--- src/rtl/otp_fetch_ctl_pkg.sv ---
`default_nettype none
// ============================================================================
//  Module      : otp_fetch_ctl_pkg
//  Description : Shared definitions for the OTP program-memory fetch
//                controller: FSM state encoding, default code-space size,
//                default access time and the erased-cell read value.
//  Revision    : 1.0  initial release
// ============================================================================
package otp_fetch_ctl_pkg;

  typedef enum logic [1:0] {
    ST_IDLE     = 2'd0,
    ST_DEMAND   = 2'd1,
    ST_PREFETCH = 2'd2
  } fetch_state_e;

  // 16 KiB of code plus 128 bytes of redundant rows
  localparam int unsigned OTP_SIZE_DEFAULT = 32'h4080;
  localparam int unsigned T_ACC_DEFAULT    = 3;

  // Value returned for erased cells and for addresses outside the OTP
  localparam logic [7:0] ERASED_BYTE = 8'hFF;

endpackage
`default_nettype wire

--- src/rtl/otp_acc_timer.sv ---
`default_nettype none
// ============================================================================
//  Module      : otp_acc_timer
//  Description : OTP access-time counter. Loaded with T_ACC when an access
//                starts, counts down once per cycle and flags the last access
//                cycle, which is when the macro output is sampled.
//  Ports       : i_clk   core clock
//                i_rstz  asynchronous active-low reset
//                i_load  start a new access (load T_ACC)
//                i_clr   abort the running access
//                o_done  high during the final access cycle (single pulse)
//  Revision    : 1.0  initial release
// ============================================================================
module otp_acc_timer #(
  parameter int unsigned T_ACC = 3
) (
  input  logic i_clk,
  input  logic i_rstz,
  input  logic i_load,
  input  logic i_clr,
  output logic o_done
);

  localparam logic [3:0] LOAD_VAL = 4'(T_ACC);

  logic [3:0] cnt_q;
  logic [3:0] cnt_d;

  always_comb begin
    cnt_d = cnt_q;
    if (i_clr) begin
      cnt_d = 4'd0;
    end else if (i_load) begin
      cnt_d = LOAD_VAL;
    end else if (cnt_q != 4'd0) begin
      cnt_d = cnt_q - 4'd1;
    end
  end

  always_ff @(posedge i_clk or negedge i_rstz) begin
    if (!i_rstz) begin
      cnt_q <= 4'd0;
    end else begin
      cnt_q <= cnt_d;
    end
  end

  // Count value 1 is the last cycle of the access window
  assign o_done = (cnt_q == 4'd1);

endmodule
`default_nettype wire

--- src/rtl/otp_fetch_ctl.sv ---
`default_nettype none
// ============================================================================
//  Module      : otp_fetch_ctl
//  Description : MCU program-memory fetch controller for an OTP macro with a
//                one-entry buffer and next-byte prefetch. Hits are acked in
//                the request cycle; misses take T_ACC+1 cycles.
//  Ports       : i_clk, i_rstz          clock, async active-low reset
//                i_mempsrd/i_mempsaddr  MCU read request / byte address
//                o_mempsack/o_mempsdat  ack pulse / read data
//                i_flush                invalidate the buffer
//                o_otp_re/o_otp_a       OTP read enable / byte address
//                i_otp_q                OTP raw data (inverted sense)
//  Revision    : 1.0  initial release
// ============================================================================
module otp_fetch_ctl
  import otp_fetch_ctl_pkg::*;
#(
  parameter int unsigned OTP_SIZE = OTP_SIZE_DEFAULT,
  parameter int unsigned T_ACC    = T_ACC_DEFAULT
) (
  input  logic        i_clk,
  input  logic        i_rstz,
  input  logic        i_mempsrd,
  input  logic [15:0] i_mempsaddr,
  output logic        o_mempsack,
  output logic [7:0]  o_mempsdat,
  input  logic        i_flush,
  output logic        o_otp_re,
  output logic [14:0] o_otp_a,
  input  logic [7:0]  i_otp_q
);

  // 17-bit compares keep A+1 from wrapping past 'hFFFF
  localparam logic [16:0] SIZE_L = 17'(OTP_SIZE);

  fetch_state_e state_q, state_d;
  logic [15:0]  addr_q, addr_d;     // address of the running/last access
  logic         ack_q, ack_d;       // registered ack (miss / out-of-range)
  logic         pf_q, pf_d;         // demand just served from OTP: prefetch addr_q+1
  logic         disc_q, disc_d;     // flush seen during access: drop buffer update
  logic [7:0]   rdat_q, rdat_d;
  logic         valid_q, valid_d;
  logic [15:0]  tag_q, tag_d;
  logic [7:0]   data_q, data_d;

  logic         tmr_load, tmr_clr, tmr_done;
  logic         hit, new_req, req_oor, req_match;
  logic [15:0]  hit_next, pf_next;
  logic         hit_next_ok, pf_next_ok;

  // In the registered-ack cycle the MCU still holds the request it is being
  // acked for; ignoring it there gives exactly one ack per request.
  assign hit       = i_mempsrd & valid_q & (tag_q == i_mempsaddr) & ~ack_q &
                     (state_q != ST_DEMAND);
  assign new_req   = i_mempsrd & ~ack_q & ~hit & (state_q != ST_DEMAND);
  assign req_oor   = ({1'b0, i_mempsaddr} >= SIZE_L);
  assign req_match = new_req & (i_mempsaddr == addr_q);

  assign hit_next    = i_mempsaddr + 16'd1;
  assign hit_next_ok = (({1'b0, i_mempsaddr} + 17'd1) < SIZE_L);
  assign pf_next     = addr_q + 16'd1;
  assign pf_next_ok  = (({1'b0, addr_q} + 17'd1) < SIZE_L);

  otp_acc_timer #(
    .T_ACC (T_ACC)
  ) u_acc_timer (
    .i_clk  (i_clk),
    .i_rstz (i_rstz),
    .i_load (tmr_load),
    .i_clr  (tmr_clr),
    .o_done (tmr_done)
  );

  always_comb begin
    state_d  = state_q;
    addr_d   = addr_q;
    ack_d    = 1'b0;
    pf_d     = 1'b0;
    disc_d   = disc_q;
    rdat_d   = rdat_q;
    valid_d  = valid_q;
    tag_d    = tag_q;
    data_d   = data_q;
    tmr_load = 1'b0;
    tmr_clr  = 1'b0;

    case (state_q)
      ST_IDLE: begin
        if (pf_q) begin
          if (pf_next_ok) begin
            state_d  = ST_PREFETCH;
            addr_d   = pf_next;
            tmr_load = 1'b1;
            disc_d   = 1'b0;
          end
        end else if (hit) begin
          if (hit_next_ok) begin
            state_d  = ST_PREFETCH;
            addr_d   = hit_next;
            tmr_load = 1'b1;
            disc_d   = 1'b0;
          end
        end else if (new_req) begin
          if (req_oor) begin
            ack_d  = 1'b1;
            rdat_d = ERASED_BYTE;
          end else begin
            state_d  = ST_DEMAND;
            addr_d   = i_mempsaddr;
            tmr_load = 1'b1;
            disc_d   = 1'b0;
          end
        end
      end

      ST_DEMAND: begin
        if (tmr_done) begin
          state_d = ST_IDLE;
          ack_d   = 1'b1;
          pf_d    = 1'b1;
          rdat_d  = ~i_otp_q;
          if (!disc_q) begin
            valid_d = 1'b1;
            tag_d   = addr_q;
            data_d  = ~i_otp_q;
          end
        end
      end

      ST_PREFETCH: begin
        // Abort when the MCU wants something other than the byte in flight.
        // A hit whose successor is already being prefetched lets it run on.
        if ((new_req && !req_match) ||
            (hit && !(hit_next_ok && (hit_next == addr_q)))) begin
          state_d = ST_IDLE;
          tmr_clr = 1'b1;
          if (new_req && req_oor) begin
            ack_d  = 1'b1;
            rdat_d = ERASED_BYTE;
          end
        end else if (tmr_done) begin
          state_d = ST_IDLE;
          if (!disc_q) begin
            valid_d = 1'b1;
            tag_d   = addr_q;
            data_d  = ~i_otp_q;
          end
          if (req_match) begin
            ack_d  = 1'b1;
            pf_d   = 1'b1;
            rdat_d = ~i_otp_q;
          end
        end else if (req_match) begin
          // Demand for the byte in flight: keep the access, just ack it
          state_d = ST_DEMAND;
        end
      end

      default: begin
        state_d = ST_IDLE;
        tmr_clr = 1'b1;
      end
    endcase

    // Flush wins over any buffer fill in the same cycle; an access already
    // in progress must not refill the buffer with pre-flush contents.
    if (i_flush) begin
      valid_d = 1'b0;
      if (state_q != ST_IDLE) begin
        disc_d = 1'b1;
      end
    end
  end

  always_ff @(posedge i_clk or negedge i_rstz) begin
    if (!i_rstz) begin
      state_q <= ST_IDLE;
      addr_q  <= 16'h0000;
      ack_q   <= 1'b0;
      pf_q    <= 1'b0;
      disc_q  <= 1'b0;
      rdat_q  <= ERASED_BYTE;
      valid_q <= 1'b0;
      tag_q   <= 16'h0000;
      data_q  <= ERASED_BYTE;
    end else begin
      state_q <= state_d;
      addr_q  <= addr_d;
      ack_q   <= ack_d;
      pf_q    <= pf_d;
      disc_q  <= disc_d;
      rdat_q  <= rdat_d;
      valid_q <= valid_d;
      tag_q   <= tag_d;
      data_q  <= data_d;
    end
  end

  assign o_mempsack = ack_q | hit;
  assign o_mempsdat = hit ? data_q : rdat_q;
  assign o_otp_re   = (state_q != ST_IDLE);
  assign o_otp_a    = addr_q[14:0];

endmodule
`default_nettype wire

--- config.mk ---
export PLATFORM = sky130hd
export DESIGN_NAME = otp_fetch_ctl
export DESIGN_NICKNAME = d
export VERILOG_FILES = /design/src/rtl/otp_fetch_ctl_pkg.sv /design/src/rtl/otp_acc_timer.sv /design/src/rtl/otp_fetch_ctl.sv
export SDC_FILE = /design/constraint.sdc
export NUM_CORES = 1
export LEC_CHECK = 0
export ABC_CLOCK_PERIOD_IN_PS = 6400
export CAP_MARGIN = 10
export CORE_AREA = 2 2 100 102
export DETAILED_ROUTE_END_ITERATION = 8
export DIE_AREA = 0 0 102 104
export GPL_ROUTABILITY_DRIVEN = 0
export HOLD_SLACK_MARGIN = 0.1
export MAX_ROUTING_LAYER = met4
export PLACE_DENSITY = 0.71
export SYNTH_ARGS = -nofsm -noshare
export SYNTH_HDL_FRONTEND = slang
export SYNTH_HIERARCHICAL = 1
export SYNTH_SLANG_ARGS = --single-unit
export TNS_END_PERCENT = 100
--- constraint.sdc ---
create_clock -name i_clk -period 6.4 [get_ports i_clk]
set_input_delay 1.92 -clock i_clk [delete_from_list [all_inputs] [get_ports i_clk]]
set_output_delay 1.92 -clock i_clk [all_outputs]
set_load 0.005 [all_outputs]
After elaboration in Yosys (flattened, before gate mapping)
Index checks and enable logic that the tools add are counted.
{ "word_totals": {"ff_bits": 58, "input_bits": 28, "output_inout_bits": 25, "word_cells": 150} }
{ "classes": {"addsub": 5, "order_cmp": 3, "eq_ne": 25, "n_mux": 74, "n_bitwise": 12, "reduce_logical": 21} }
{ "op_table": {"columns": ["cell", "n"], "rows": [
  ["2-to-1 mux 16 bit", 9],
  ["2-to-1 mux 8 bit", 13],
  ["== test 16 bit", 3],
  ["adder 16 x 1 -> 17 bit (second input constant)", 2],
  ["< comparator 17 x 15 -> 1 bit (second input constant)", 2],
  ["adder 16 x 1 -> 16 bit (second input constant)", 2],
  ["case mux 16 bit (2 select lines)", 1],
  ["2-to-1 mux 1 bit", 31],
  ["case mux 8 bit (3 select lines)", 1],
  ["2-to-1 mux 2 bit", 10],
  ["!= test 3 bit (second input constant)", 6],
  ["greater-or-equal comparator 16 x 15 -> 1 bit (second input constant)", 1],
  ["!= test 4 bit (second input constant)", 4],
  ["case mux 8 bit (2 select lines)", 1],
  ["2-to-1 mux 4 bit", 3],
  ["!= test 2 bit (second input constant)", 6],
  ["nonzero test 3 bit", 4],
  ["AND reduction 9 bit", 1],
  ["AND 1 bit", 8],
  ["NOT 8 bit", 1],
  ["case mux 1 bit (2 select lines)", 3],
  ["case mux 2 bit (3 select lines)", 1],
  ["AND reduction 6 bit", 1],
  ["AND reduction 5 bit", 1],
  ["other kinds (17)", 25]
]} }

Longest topological paths before layout
{ "depth": {"word_depth": 14, "depth_mapped": 14, "ltp_nobuf": 12} }

By module
The synthesis kept the hierarchy.
{ "modules_own_cells": {"columns": ["mod", "n_inst", "cells_per_inst", "area_per_inst_um2", "seq_area_each_um2"], "rows": [
  ["otp_fetch_ctl", 1, 525, 4405.5, 1371.3],
  ["otp_acc_timer", 1, 23, 230.2, 100.1]
]} }

Worst setup path before layout
No wires, ideal clock.
{ "synth_path": {"path_kind": "input to output", "from": "in i_mempsaddr[14]", "to": "out o_mempsack", "arrival_time_ps": 3770, "required_ps": 4480, "path_slack_ps": 710, "cell_stages": 7, "cell_sequence": "clkbuf_1 xor2_1 nor4_1 nand3_1 nor4_1 clkbuf_1 or2_2"} }
{ "synth_via": {"elab_chain_len": 5} }
{ "synth_lines": {"columns": ["item", "line", "text"], "rows": [
  ["start: declaration", "otp_fetch_ctl.sv:24", "input logic [15:0] i_mempsaddr,"],
  ["== test 16 bit", "otp_fetch_ctl.sv:53", "assign hit = i_mempsrd & valid_q & (tag_q == i_mempsaddr) & ~ack_q &"],
  ["AND 1 bit (3 in series)", "otp_fetch_ctl.sv:53", null],
  ["bitwise OR 1 bit", "otp_fetch_ctl.sv:199", "assign o_mempsack = ack_q | hit;"],
  ["end: declaration", "otp_fetch_ctl.sv:25", "output logic o_mempsack,"]
]} }
No other way between the ends.

Final worst setup path
{ "layout_path": {"from": "in i_mempsaddr[8]", "to": "out o_mempsdat[4]"} }
{ "layout_via": {"elab_chain_len": 5} }
{ "layout_lines": {"columns": ["item", "line", "text"], "rows": [
  ["== test 16 bit", "otp_fetch_ctl.sv:53", null],
  ["AND 1 bit (3 in series)", "otp_fetch_ctl.sv:53", null],
  ["2-to-1 mux 8 bit", "otp_fetch_ctl.sv:200", "assign o_mempsdat = hit ? data_q : rdat_q;"],
  ["end: declaration", "otp_fetch_ctl.sv:26", "output logic [7:0] o_mempsdat,"]
]} }
No other way between the ends.

==> results by group <==
Timing
  • Final setup vio count: 0
  • Max Transition Viols Final: 0
  • Endpoints failing hold: 0
  • RSZ-0062 raised after global routing: false
  • Clock skew: 0.0144 ns
  • Fmax: 0.159 GHz
  • Worst slew pin tran: 0.814 ns
  • Rel. slew slack: 45.6%
  • Post-route clock period utilization: 98.1%
  • Min cycle time layout: 6.28 ns
  • Post-Route Setup TNS: 0 ns

Cells and area
  • Area Overhead vs Synth: 17.7%
  • Antenna cells: 0
  • Layout Nets: 616
  • Layout cells sized above 1: 14.0%
  • Layout Cells excl Fill: 717

Pwr
  • P per Cell Area: 154 nW/um^2
  • Lkg Pwr: 2.31 nW
  • Sw Share: 26.5%
  • Gate power share: 11.3%
  • Pwr Total: 0.000838 W
  • Clock power share: 44.9%
  • Worst IR Drop VDD: 0.110 mV
  • Int Pwr: 0.000616 W
  • Power share of the sequential group: 43.8%
  • Sw Pwr: 0.000222 W

Clocking
  • H-tree level count: 3
  • Post-CTS sizing: 0
  • CTS tree: yes
  • CTS max path bufs: 2
  • Clk sink count: 58
  • Reg clk slew, reported paths: 0.07 ns
  • Total CTS buffers: 9
  • Clock Latency Late Sink: 0.35 ns
  • Root Buffer: clkbuf_8
  • Post-CTS setup buffers: 0
  • # hold bufs at CTS: 0

Logic synthesis
  • Fraction of registers with async set or reset after synthesis: 100%
  • Main area contributors after synthesis: dfrtp_1, dfstp_2, xor2_1
  • Seq cells post-synth: 58
  • Average cell area after synthesis: 8.46 um^2
  • Share of the synthesized area in the top cell type: 22.7%
  • Syn Nets: 585
  • Top-count cell post-synth: dfrtp_1
  • Syn Std Cell Area: 4640 um^2
  • Post-synth top flop: dfrtp_1
  • Synth warnings: 6
  • Synth area leader: dfrtp_1
  • Post-synth cell types: 62
  • Mapped Cells: 548
  • Synth top cells by count: dfrtp_1, nand2_1, a21oi_1
  • Seq/Total Area, Yosys: 31.7%
  • Post-synth EDFFs: 0

Global route
  • Initial antenna violation count: 0
  • First-pass GRT wire length: 20100 um
  • Congestion Overflow GR: 0
  • Largest net degree at the start of global routing: 59
  • Gr usage total: 24.7%
  • Vias in the first global route: 4052

Setup path
  • Crit. End Element: primary output
  • Crit path launch type: input pin
  • Crit path required time: 4.48 ns
  • Worst EP arrival: 4.36 ns
  • WS Path Type: in -> out
  • Max FO, Critical Path: 23

Drt
  • WL final: 12300 um
  • Via-to-Cell Ratio: 5.91
  • WL/cell: 17.2 um
  • # DRC: 0
  • Via count: 4241
  • Initial DRC Count: 296
  • Antenna-violating nets left: 0
  • Drt pass-1 iters: 5

Floorplan
  • CORE AREA: 9550 um^2
  • Die width: 102 um
  • Ports: 53
  • Starting Density: 48.5%
  • DIE AREA: 10600 um^2
  • Cell row count: 36
  • Die span in y: 104 um

Placed design
  • PortBufs: 52
  • Number of cells after detailed placement: 701
  • Hpwl dp: 8970 um

Min path
  • Min-delay worst type: reg -> reg

Flow run
  • Max_cap viols: 0

Status
  • Status: completed
final cells by class:
| type | count | area [um^2] |
|---|---|---|
| multi-input cells | 406 | 2780 |
| flip-flops and latches | 58 | 1470 |
| well taps | 133 | 166 |
| repair buffers | 77 | 718 |
| clock inverters | 6 | 72.6 |
| clock buffers | 10 | 149 |
| fillers | 901 | 4100 |
| inverters | 27 | 101 |
critical path: stages:
cell             delay (ns)
clkdlybuf4s50_1        0.44
xor2_1                 0.19
or4b_1                 0.52
or3_1                  0.42
buf_12                 0.18
o21ai_0                0.15
clkdlybuf4s50_1        0.52
final timing paths:
check	from	to	slack (ns)	cells after the start
max	i_mempsaddr[8]	o_mempsdat[4]	0.12	7
max in group asynchronous	i_rstz	tag_q[15]	4.21	2
min reg2reg	data_q[6]	data_q[6]	0.48	2
max reg2reg	state_q[1]	tag_q[0]	2.46	13
min in group asynchronous	i_rstz	tag_q[4]	1.71	2
min	data_q[6]	data_q[6]	0.48	2
power groups by stage:
stage	combinational, W	sequential, W	clock [W]
final	0.0000949	0.000367	0.000376
after CTS	0.0000941	0.000367	0.000386
after global routing	0.000103	0.000367	0.000399
after floorplan	0.0000504	0.000374	0
after global placement	0.0000922	0.000374	0
after detailed placement	0.0000934	0.000374	0
kinds of logic after synthesis:
| group | Yosys count | share of synthesized area (%) |
|---|---|---|
| AOI/OAI and AO/OA | 126 | 17.8 |
| xor gates and xnor gates | 57 | 10.8 |
| adders and majority gates | 9 | 2.43 |
| buffers and inverters | 84 | 8.69 |
| DFF | 58 | 31.7 |
| muxes | 29 | 6.75 |
| and+or+nand+nor | 185 | 21.8 |
placed cells by master, fill, tap and decap left out, types with 8 or more instances in the layout:
cell	instances
ha_1	9
mux2i_1	11
o21ai_0	26
nand3_1	26
a21oi_1	37
xor2_1	31
xnor2_1	25
nor4_1	9
mux2_1	12
buf_4	24
and4_1	9
and3_1	8
clkbuf_8	9
dfstp_2	16
nor3_1	10
nand4_1	12
or2_2	10
nor2_1	27
nand2_1	41
dfrtp_1	42
inv_1	27
a2bb2oi_1	10
clkdlybuf4s50_1	50
per-layer routing:
metal  track usage (%)  up-vias  part of all wire [%]
li1                  -     1999                     -
met1              32.4     2025                    43
met2              38.0      177                    47
met3              3.36       40                   6.5
met4              10.9        0                   3.5
met5                 -        -                     0
per-stage QoR:
| step | util, % | instance area [um^2] | hold slack, ns | setup WS, ns |
|---|---|---|---|---|
| final | 57.1 | 5450 | 0.480 | 0.121 |
| after global routing | 57.1 | 5450 | 0.500 | 0.0160 |
| after CTS | 57.0 | 5440 | 0.484 | 0.0345 |
| after detailed placement | 54.7 | 5220 | 0.471 | 0.0681 |
| after global placement | 54.7 | 5220 | 0.463 | 0.144 |
| after floorplan | - | 4640 | 0.451 | 0.710 |
registers in the layout, indices dropped and copies added, names as in the netlist:
| name | flops |
|---|---|
| state_q | 2 |
| addr_q | 16 |
| valid_q | 1 |
| rdat_q | 8 |
| tag_q | 16 |
| ack_q | 1 |
| u_acc_timer/cnt_q | 4 |
| data_q | 8 |
| pf_q | 1 |
| disc_q | 1 |
No activity file was read; power rests on OpenSTA's default activity.
